==> config.mk <==
export PLATFORM = sky130hd
export DESIGN_NAME = handshake_protocol_monitor
export DESIGN_NICKNAME = d
export VERILOG_FILES = /design/src/rtl/handshake_mon_pkg.sv /design/src/rtl/handshake_channel_checker.sv /design/src/rtl/handshake_protocol_monitor.sv
export SDC_FILE = /design/constraint.sdc
export NUM_CORES = 1
export LEC_CHECK = 0
export ABC_CLOCK_PERIOD_IN_PS = 2000
export CAP_MARGIN = 20
export CORE_MARGIN = 1
export CORE_UTILIZATION = 54
export DETAILED_ROUTE_END_ITERATION = 8
export GPL_TIMING_DRIVEN = 0
export HOLD_SLACK_MARGIN = 0.02
export PLACE_DENSITY = 0.81
export REMOVE_ABC_BUFFERS = 1
export SETUP_SLACK_MARGIN = 0.1
export SYNTH_ARGS = -nofsm -noshare
export SYNTH_HDL_FRONTEND = slang
export SYNTH_SLANG_ARGS = --single-unit
==> constraint.sdc <==
create_clock -name CLK -period 2 [get_ports CLK]
set_input_delay 0.4 -clock CLK [delete_from_list [all_inputs] [get_ports CLK]]
set_output_delay 0.4 -clock CLK [all_outputs]
set_load 0.005 [all_outputs]
==> src/rtl/handshake_mon_pkg.sv <==
// Shared types for the ready/valid handshake monitor: channel FSM states and error kinds.

package handshake_mon_pkg;

  typedef enum logic {
    StIdle = 1'b0,
    StWait = 1'b1
  } chan_state_e;

  typedef enum logic [1:0] {
    ErrValidDrop  = 2'd0,
    ErrDataChange = 2'd1,
    ErrTimeout    = 2'd2
  } err_kind_e;

  localparam int unsigned NumErrKinds = 3;

endpackage

==> src/rtl/handshake_channel_checker.sv <==
// Protocol checker for a single ready/valid channel: stall tracking, payload stability,
// transfer counting and sticky error flags.

module handshake_channel_checker
  import handshake_mon_pkg::*;
#(
  parameter int unsigned DataWidth = 4,
  parameter int unsigned Timeout   = 16,
  parameter int unsigned CntWidth  = 16
) (
  input  logic                 clk_i,
  input  logic                 rst_ni,
  input  logic                 en_i,
  input  logic                 clr_i,
  input  logic                 valid_i,
  input  logic                 ready_i,
  input  logic [DataWidth-1:0] data_i,
  output logic [CntWidth-1:0]  xfer_count_o,
  output logic                 err_valid_drop_o,
  output logic                 err_data_change_o,
  output logic                 err_timeout_o,
  output logic                 new_err_o
);

  localparam int unsigned StallWidth = $clog2(Timeout + 1);
  localparam logic [StallWidth-1:0] StallMax  = StallWidth'(Timeout);
  localparam logic [StallWidth-1:0] StallLast = StallWidth'(Timeout - 1);

  chan_state_e             state_q, state_d;
  logic [DataWidth-1:0]    data_q, data_d;
  logic [StallWidth-1:0]   stall_q, stall_d;
  logic [CntWidth-1:0]     cnt_q, cnt_d;
  logic [NumErrKinds-1:0]  err_q, err_d;
  logic [NumErrKinds-1:0]  det;

  always_comb begin
    state_d = state_q;
    data_d  = data_q;
    stall_d = stall_q;
    cnt_d   = cnt_q;
    det     = '0;

    unique case (state_q)
      StIdle: begin
        if (valid_i && !ready_i) begin
          state_d = StWait;
          data_d  = data_i;
          stall_d = StallWidth'(1);
        end
      end
      StWait: begin
        // Compare against the payload captured when the stall began, not the last one seen.
        if (valid_i && (data_i != data_q)) det[ErrDataChange] = 1'b1;
        if (!valid_i) begin
          det[ErrValidDrop] = 1'b1;
          state_d           = StIdle;
          stall_d           = '0;
        end else if (ready_i) begin
          state_d = StIdle;
          stall_d = '0;
        end else begin
          if (stall_q == StallLast) det[ErrTimeout] = 1'b1;
          if (stall_q != StallMax) stall_d = stall_q + 1'b1;
        end
      end
    endcase

    if (valid_i && ready_i && (cnt_q != '1)) cnt_d = cnt_q + 1'b1;

    err_d = err_q | det;
  end

  // Errors found on an edge that is clearing or holding are discarded.
  assign new_err_o = en_i & ~clr_i & (|det);

  always_ff @(posedge clk_i or negedge rst_ni) begin
    if (!rst_ni) begin
      state_q <= StIdle;
      data_q  <= '0;
      stall_q <= '0;
      cnt_q   <= '0;
      err_q   <= '0;
    end else if (clr_i) begin
      state_q <= StIdle;
      data_q  <= '0;
      stall_q <= '0;
      cnt_q   <= '0;
      err_q   <= '0;
    end else if (en_i) begin
      state_q <= state_d;
      data_q  <= data_d;
      stall_q <= stall_d;
      cnt_q   <= cnt_d;
      err_q   <= err_d;
    end
  end

  assign xfer_count_o      = cnt_q;
  assign err_valid_drop_o  = err_q[ErrValidDrop];
  assign err_data_change_o = err_q[ErrDataChange];
  assign err_timeout_o     = err_q[ErrTimeout];

endmodule

==> src/rtl/handshake_protocol_monitor.sv <==
// Passive multi-channel ready/valid protocol monitor with sticky error flags, saturating
// transfer counters and capture of the first channel to report an error.

module handshake_protocol_monitor
  import handshake_mon_pkg::*;
#(
  parameter int unsigned NUM_CHANNELS = 3,
  parameter int unsigned DATA_WIDTH   = 4,
  parameter int unsigned TIMEOUT      = 16,
  parameter int unsigned CNT_WIDTH    = 16,
  parameter int unsigned ID_WIDTH     = (NUM_CHANNELS > 1) ? $clog2(NUM_CHANNELS) : 1
) (
  input  logic                               CLK,
  input  logic                               ASYNCRESETN,
  input  logic                               enable,
  input  logic                               clear,
  input  logic [NUM_CHANNELS-1:0]            valid,
  input  logic [NUM_CHANNELS-1:0]            ready,
  input  logic [NUM_CHANNELS*DATA_WIDTH-1:0] data,
  output logic [NUM_CHANNELS*CNT_WIDTH-1:0]  xfer_count,
  output logic [NUM_CHANNELS-1:0]            err_valid_drop,
  output logic [NUM_CHANNELS-1:0]            err_data_change,
  output logic [NUM_CHANNELS-1:0]            err_timeout,
  output logic                               any_error,
  output logic                               first_err_valid,
  output logic [ID_WIDTH-1:0]                first_err_chan
);

  logic [NUM_CHANNELS-1:0] new_err;
  logic [ID_WIDTH-1:0]     first_sel;
  logic                    fev_q;
  logic [ID_WIDTH-1:0]     fec_q;

  for (genvar i = 0; i < NUM_CHANNELS; i++) begin : g_chan
    handshake_channel_checker #(
      .DataWidth (DATA_WIDTH),
      .Timeout   (TIMEOUT),
      .CntWidth  (CNT_WIDTH)
    ) u_checker (
      .clk_i             (CLK),
      .rst_ni            (ASYNCRESETN),
      .en_i              (enable),
      .clr_i             (clear),
      .valid_i           (valid[i]),
      .ready_i           (ready[i]),
      .data_i            (data[i*DATA_WIDTH +: DATA_WIDTH]),
      .xfer_count_o      (xfer_count[i*CNT_WIDTH +: CNT_WIDTH]),
      .err_valid_drop_o  (err_valid_drop[i]),
      .err_data_change_o (err_data_change[i]),
      .err_timeout_o     (err_timeout[i]),
      .new_err_o         (new_err[i])
    );
  end

  // Scan downwards so the lowest erroring channel index wins.
  always_comb begin
    first_sel = '0;
    for (int i = int'(NUM_CHANNELS) - 1; i >= 0; i--) begin
      if (new_err[i]) first_sel = ID_WIDTH'(i);
    end
  end

  always_ff @(posedge CLK or negedge ASYNCRESETN) begin
    if (!ASYNCRESETN) begin
      fev_q <= 1'b0;
      fec_q <= '0;
    end else if (clear) begin
      fev_q <= 1'b0;
      fec_q <= '0;
    end else if (enable && !fev_q && (|new_err)) begin
      fev_q <= 1'b1;
      fec_q <= first_sel;
    end
  end

  assign any_error       = (|err_valid_drop) | (|err_data_change) | (|err_timeout);
  assign first_err_valid = fev_q;
  assign first_err_chan  = fec_q;

endmodule

## Word-level counts from Yosys, hierarchy flattened

Index checks and enable logic that the tools add are counted.

| operators by class | value |
|---|---|
| bitwise logic cells | 13 |
| $add $sub $neg | 6 |
| muxes and demuxes | 91 |
| eq/ne operators | 21 |
| reduce and logical (&&, ||, !) cells | 42 |

Operators by type and width:

| cell | number |
|---|---|
| $mux 16 | 9 |
| $mux 5 | 18 |
| $add 16x1->16 const B | 3 |
| $mux 4 | 12 |
| $ne 16x16->1 const B | 3 |
| $mux 1 | 32 |
| $ne 5x5->1 const B | 6 |
| $pmux 5 s2 | 3 |
| $mux 3 | 9 |
| $reduce_or 3->1 | 7 |
| $reduce_and 3->1 | 6 |
| $reduce_bool 2->1 | 8 |
| $add 5x1->5 const B | 3 |
| $eq 5x4->1 const B | 3 |
| $logic_and 1x1->1 | 14 |
| $ne 4x4->1 | 3 |
| $mux 2 | 5 |
| $ne 3x2->1 const B | 3 |
| $or 3x3->3 | 3 |
| $ne 2x2->1 const B | 3 |
| $pmux 1 s2 | 3 |
| $reduce_and 2->1 | 3 |
| $and 1x1->1 | 4 |
| $logic_not 1->1 | 4 |
| 2 further kinds | 6 |

| word-level totals | value |
|---|---|
| output and inout port bits | 61 |
| bits in registers | 90 |
| input bits | 22 |
| word-level logic and storage cells | 190 |

## Logic depth before layout (Yosys ltp)

Gate-level depths: netlist of the first run.

| logic depth | value |
|---|---|
| depth after elaboration | 12 |
| mapped depth | 8 |
| depth with buffers taken out | 8 |

## Cells and area by module

From an unflattened synthesis of the first run, not the netlist that was laid out.

| unflattened totals | value |
|---|---|
| cells, all modules | 551 |
| area total of the unflattened synthesis | 5093.6 sq um |

Modules (own cells, without submodules):

| module | seq. area each (sq um) | cells each | area each (sq um) | times used |
|---|---|---|---|---|
| handshake_channel_checker | 725.7 | 177 | 1641.6 | 3 |
| handshake_protocol_monitor | 75.1 | 20 | 168.9 | 1 |

## Worst setup path before layout of the first run

No wires, ideal clock.

| timing | value |
|---|---|
| path kind | flip-flop to flip-flop |
| from | register g_chan[0].u_checker.cnt_q[0] |
| to | register g_chan[0].u_checker.cnt_q[12] |
| library setup time | 132 ps |
| cell stages (with the launch flop) | 9 |
| buffers on the path | 2 |
| path slack | 183 ps |
| data required time | 1868 ps |
| data arrival time | 1685 ps |
| period minus slack after synthesis | 1817 ps |
| cell sequence | dfrtp_1 ha_1 buf_4 nand4_1 or2_0 buf_2 nor4_1 xnor2_1 nor2_1 |

| between the ends | value |
|---|---|
| longest elaborated chain between the ends | 4 |
| elaborated cells on any way between the ends | 8 |
| those cells by class | add/sub: 1; eq/ne: 1; mux: 3; reduce/logical: 3 |

Ends and longest elaborated chain:

| element | line | RTL |
|---|---|---|
| from (decl) | handshake_channel_checker.sv:32 | `logic [CntWidth-1:0] cnt_q, cnt_d;` |
| from (signal assigned) | handshake_channel_checker.sv:93 | `cnt_q <= cnt_d;` |
| $add 16x1->16 or $ne 16x16->1 (tied branches) | handshake_channel_checker.sv:68 | `if (valid_i && ready_i && (cnt_q != '1)) cnt_d = cnt_q + 1'b1;` |
| $mux 16 or $logic_and 1x1->1 (tied branches) | handshake_channel_checker.sv:68 |  |
| $mux 16 or $reduce_bool 2->1 (tied branches) | - |  |
| $mux 16 or $reduce_and 2->1 (tied branches) | - |  |

Parallel ways exist; a longest one is shown, timed or not. The select of a mux whose other input is x is not followed.
A chain may end at the register's enable or synchronous reset.

## Worst setup path in the final report of the first run

| timing | value |
|---|---|
| from | input valid[2] |
| to | register g_chan[2].u_checker.cnt_q[14] |

| between the ends | value |
|---|---|
| longest elaborated chain between the ends | 4 |

Ends and longest elaborated chain:

| element | line | RTL |
|---|---|---|
| from (decl) | handshake_protocol_monitor.sv:17 | `input logic [NUM_CHANNELS-1:0] valid,` |
| $logic_and 1x1->1 (2 in series) | handshake_channel_checker.sv:68 |  |
| $reduce_bool 2->1 (no line) | - |  |
| $reduce_and 2->1 (no line) | - |  |
| to (signal assigned) | handshake_channel_checker.sv:93 |  |
| to (decl) | handshake_channel_checker.sv:32 |  |

No other way between the ends.

==> results.cfg, run 1 <==
[timing]
finalSetupTns_ns = 0
drv_slew = 0
finalSetupViolations = 0
rsz0062_at_grt = yes
hold_ws_ns = 0.492
min_period_ns = 1.92
fin_skew_ns = 0.0109
hold_viol_final = 0
tightest_slew_ns = 0.695
fmax_ghz = 0.521
fin_crit_sh = 0.960
relSlewSlack = 0.537

[finish]
final_cell_count_no_fill = 759
fill_cells = 721
insertedDiodeCount = 0
area_delta_synth_final_pct = 24.3
fin_area_sq_mm = 0.00638
finalNetCount = 659
drive_gt1_frac = 0.121

[hold_path]
worstHoldStart = enable
hp-class = in2reg

[global_route]
top_usage_layer = met2
gr-total-overflow = 0
grt_start_max_net_pins = 99
grt_util_met3 = 0.0330
antenna_found_initial = 0
use_met2 = 0.390
grt_pass1_vias = 3937
grt_pass1_wl_microns = 18400
grt_use_met1 = 0.308
track_usage = 0.234

[setup_path]
start_kind = primary input
crit_fanout = 14
worstSetupEndpointType = flop
reg2reg_from = g_chan[2].u_checker.xfer_count_o[0]
path_class = in2reg
required_ns = 2.22
crit_start = valid[2]
cp.arrival_ns = 2.14

[routing]
drt_iter0_markers = 233
drc = 0
vias_per_cell = 5.64
postRouteAntennaNets = 0
wirelength_microns = 11100
num_vias = 4281
wire_per_inst_microns = 14.6
drtPass1Iterations = 4

[die]
die_height_microns = 99.5
rows = 35
coreArea_sq_mm = 0.00924
die-area_sq_mm = 0.00990
die_x_microns = 99.5
start_util = 0.555
io_pins = 83

[place]
dp.cells = 732
dp_hpwl_microns = 7640
portBuffers = 82
placed_area_sq_mm = 0.00593
place.gp.congestion = 0.810

[synthesis]
synth_edf_count = 0
synth.distinct_cells = 63
synth_area_leader_cell = dfrtp_1
synth_most_common_cell = dfrtp_1
synth.avg_cell_area_sq_um = 9.36
syn_inst = 548
syn-cell-area_sq_mm = 0.00513
netlist.area_leader.share = 0.439
ys_seq_area_frac = 0.439
yosys_warnings = 0
synth_flop_cell = dfrtp_1
synthTopCellsByArea = dfrtp_1, nor2_1, xnor2_1
synth.top_cells.by_count = dfrtp_1, nor2_1, nand2_1, xnor2_1, nand3_1
async_flop_share = 1.00
synth_seq_cells = 90

[clock_network]
clockBufferDepth = 2
h-tree-depth = 3
root_buffer = clkbuf_8
cts_tree = yes
clk_latency_ns = 0.36
cts_made_buffers = 9
cts.sink_count = 90
clkTransAtPathRegs_ns = 0.09

[run]
cap_viol_max_count = 0

[power_and_ir_drop]
power_leakage_nw = 2.56
p_total_mw = 3.49
powerDensity_mw_per_mm2 = 547
peakVddDrop_v = 0.000285

[outcome]
status = complete, no violations
## path summary, 6_finish.rpt
path	endpoint	slack, ns	depth (start not counted)
max	g_chan[2].u_checker.xfer_count_o[14]	0.08	6
min	g_chan[1].u_checker.stall_q[3]	0.49	2
max reg2reg	g_chan[2].u_checker.xfer_count_o[3]	0.15	8
min reg2reg	g_chan[2].u_checker.data_q[0]	0.51	2
max in group asynchronous	g_chan[1].u_checker.state_q	0.82	3
min in group asynchronous	g_chan[1].u_checker.xfer_count_o[14]	0.55	2
## stage by stage
stage                     utilization  worst slack, ns
after floorplan                     -            0.113
after global placement          0.640            -2.80
after detailed placement        0.642            -1.40
after CTS                       0.674           0.0719
after global routing            0.690          -0.0170
final                           0.690           0.0805
## layout by cell type (no fill, tap or decap), drive strengths merged, types with 15 or more instances in the layout
| master | count |
|---|---|
| clkdlybuf4s50 | 75 |
| nor4 | 16 |
| xnor2 | 31 |
| dfrtp | 90 |
| nand2 | 45 |
| nand3 | 26 |
| nor2 | 85 |
| nor3 | 16 |
| nand4 | 15 |
| inv | 19 |
| a21oi | 20 |
| xor2 | 17 |
| o21ai | 26 |
## logic make-up (layout without fill, tap and decap cells)
| kind of cell | count (synthesis) | in the layout | share of synthesized area |
|---|---|---|---|
| flip-flops | 90 | 90 | 0.439 |
| multiplexers | 15 | 15 | 0.0297 |
| buffers and inverters | 47 | 129 | 0.0532 |
| AO/OA/AOI/OAI | 76 | 76 | 0.101 |
| adder cells (fa/ha/maj) | 12 | 12 | 0.0293 |
| AND/OR/NAND/NOR | 260 | 260 | 0.266 |
| XOR/XNOR | 48 | 48 | 0.0819 |
## metal layers
metal / vias up / wire length, microns
li1: 2079 / -
met1: 2072 / 4910
met2: 113 / 5630
met3: 17 / 396
met4: 0 / 161
met5: - / 0
## critical path, stage by stage
cell	delay, ns
clkdlybuf4s50_1	0.57
nand3_2	0.31
nor4_4	0.44
nand3_1	0.12
nor3b_1	0.22
nor3_1	0.08
## registers in the layout, summed over array words and instances (netlist names)
register and flops:
g_chan.u_checker.stall_q 15, g_chan.u_checker.state_q 3, g_chan.u_checker.data_q 12, g_chan.u_checker.err_q 9, g_chan.u_checker.xfer_count_o 48, first_err_chan 2, first_err_valid 1
## layout make-up
type | instances | area (sq um) | area share
flip-flops and latches | 90 | 2260 | 0.354
multi-input cells | 411 | 2770 | 0.434
well taps | 129 | 161 | 0.0253
inverters | 19 | 71.3 | 0.0112
clock buffers | 12 | 145 | 0.0228
repair buffers | 94 | 925 | 0.145
clock inverters | 4 | 51.3 | 0.00804
## power by group
group / switching, mW / internal [mW]
Sequential: 0.0346 / 1.85
Clock: 0.643 / 0.614
Combinational: 0.198 / 0.146
Total: 0.875 / 2.61
## repair_timing
action | 4_1_cts | 5_1_grt
setup endpoints to repair | 73 | 39
resized for setup | 25 | 26
hold endpoints to repair | 21 | 0
setup buffers | 3 | 7
pin swaps | 4 | 5
hold buffers | 1 | 0
No activity file was read; power rests on OpenSTA's default activity.
==> inputs of run 2 (changes only) <==
--- a/config.mk
+++ b/config.mk
@@ -15,6 +15,7 @@
 export PLACE_DENSITY = 0.81
 export REMOVE_ABC_BUFFERS = 1
 export SETUP_SLACK_MARGIN = 0.1
+export SKIP_LAST_GASP = 1
 export SYNTH_ARGS = -nofsm -noshare
 export SYNTH_HDL_FRONTEND = slang
 export SYNTH_SLANG_ARGS = --single-unit
==> results of run 2 <==
No change in the layout: final DEF, timing and power equal those of run 1.
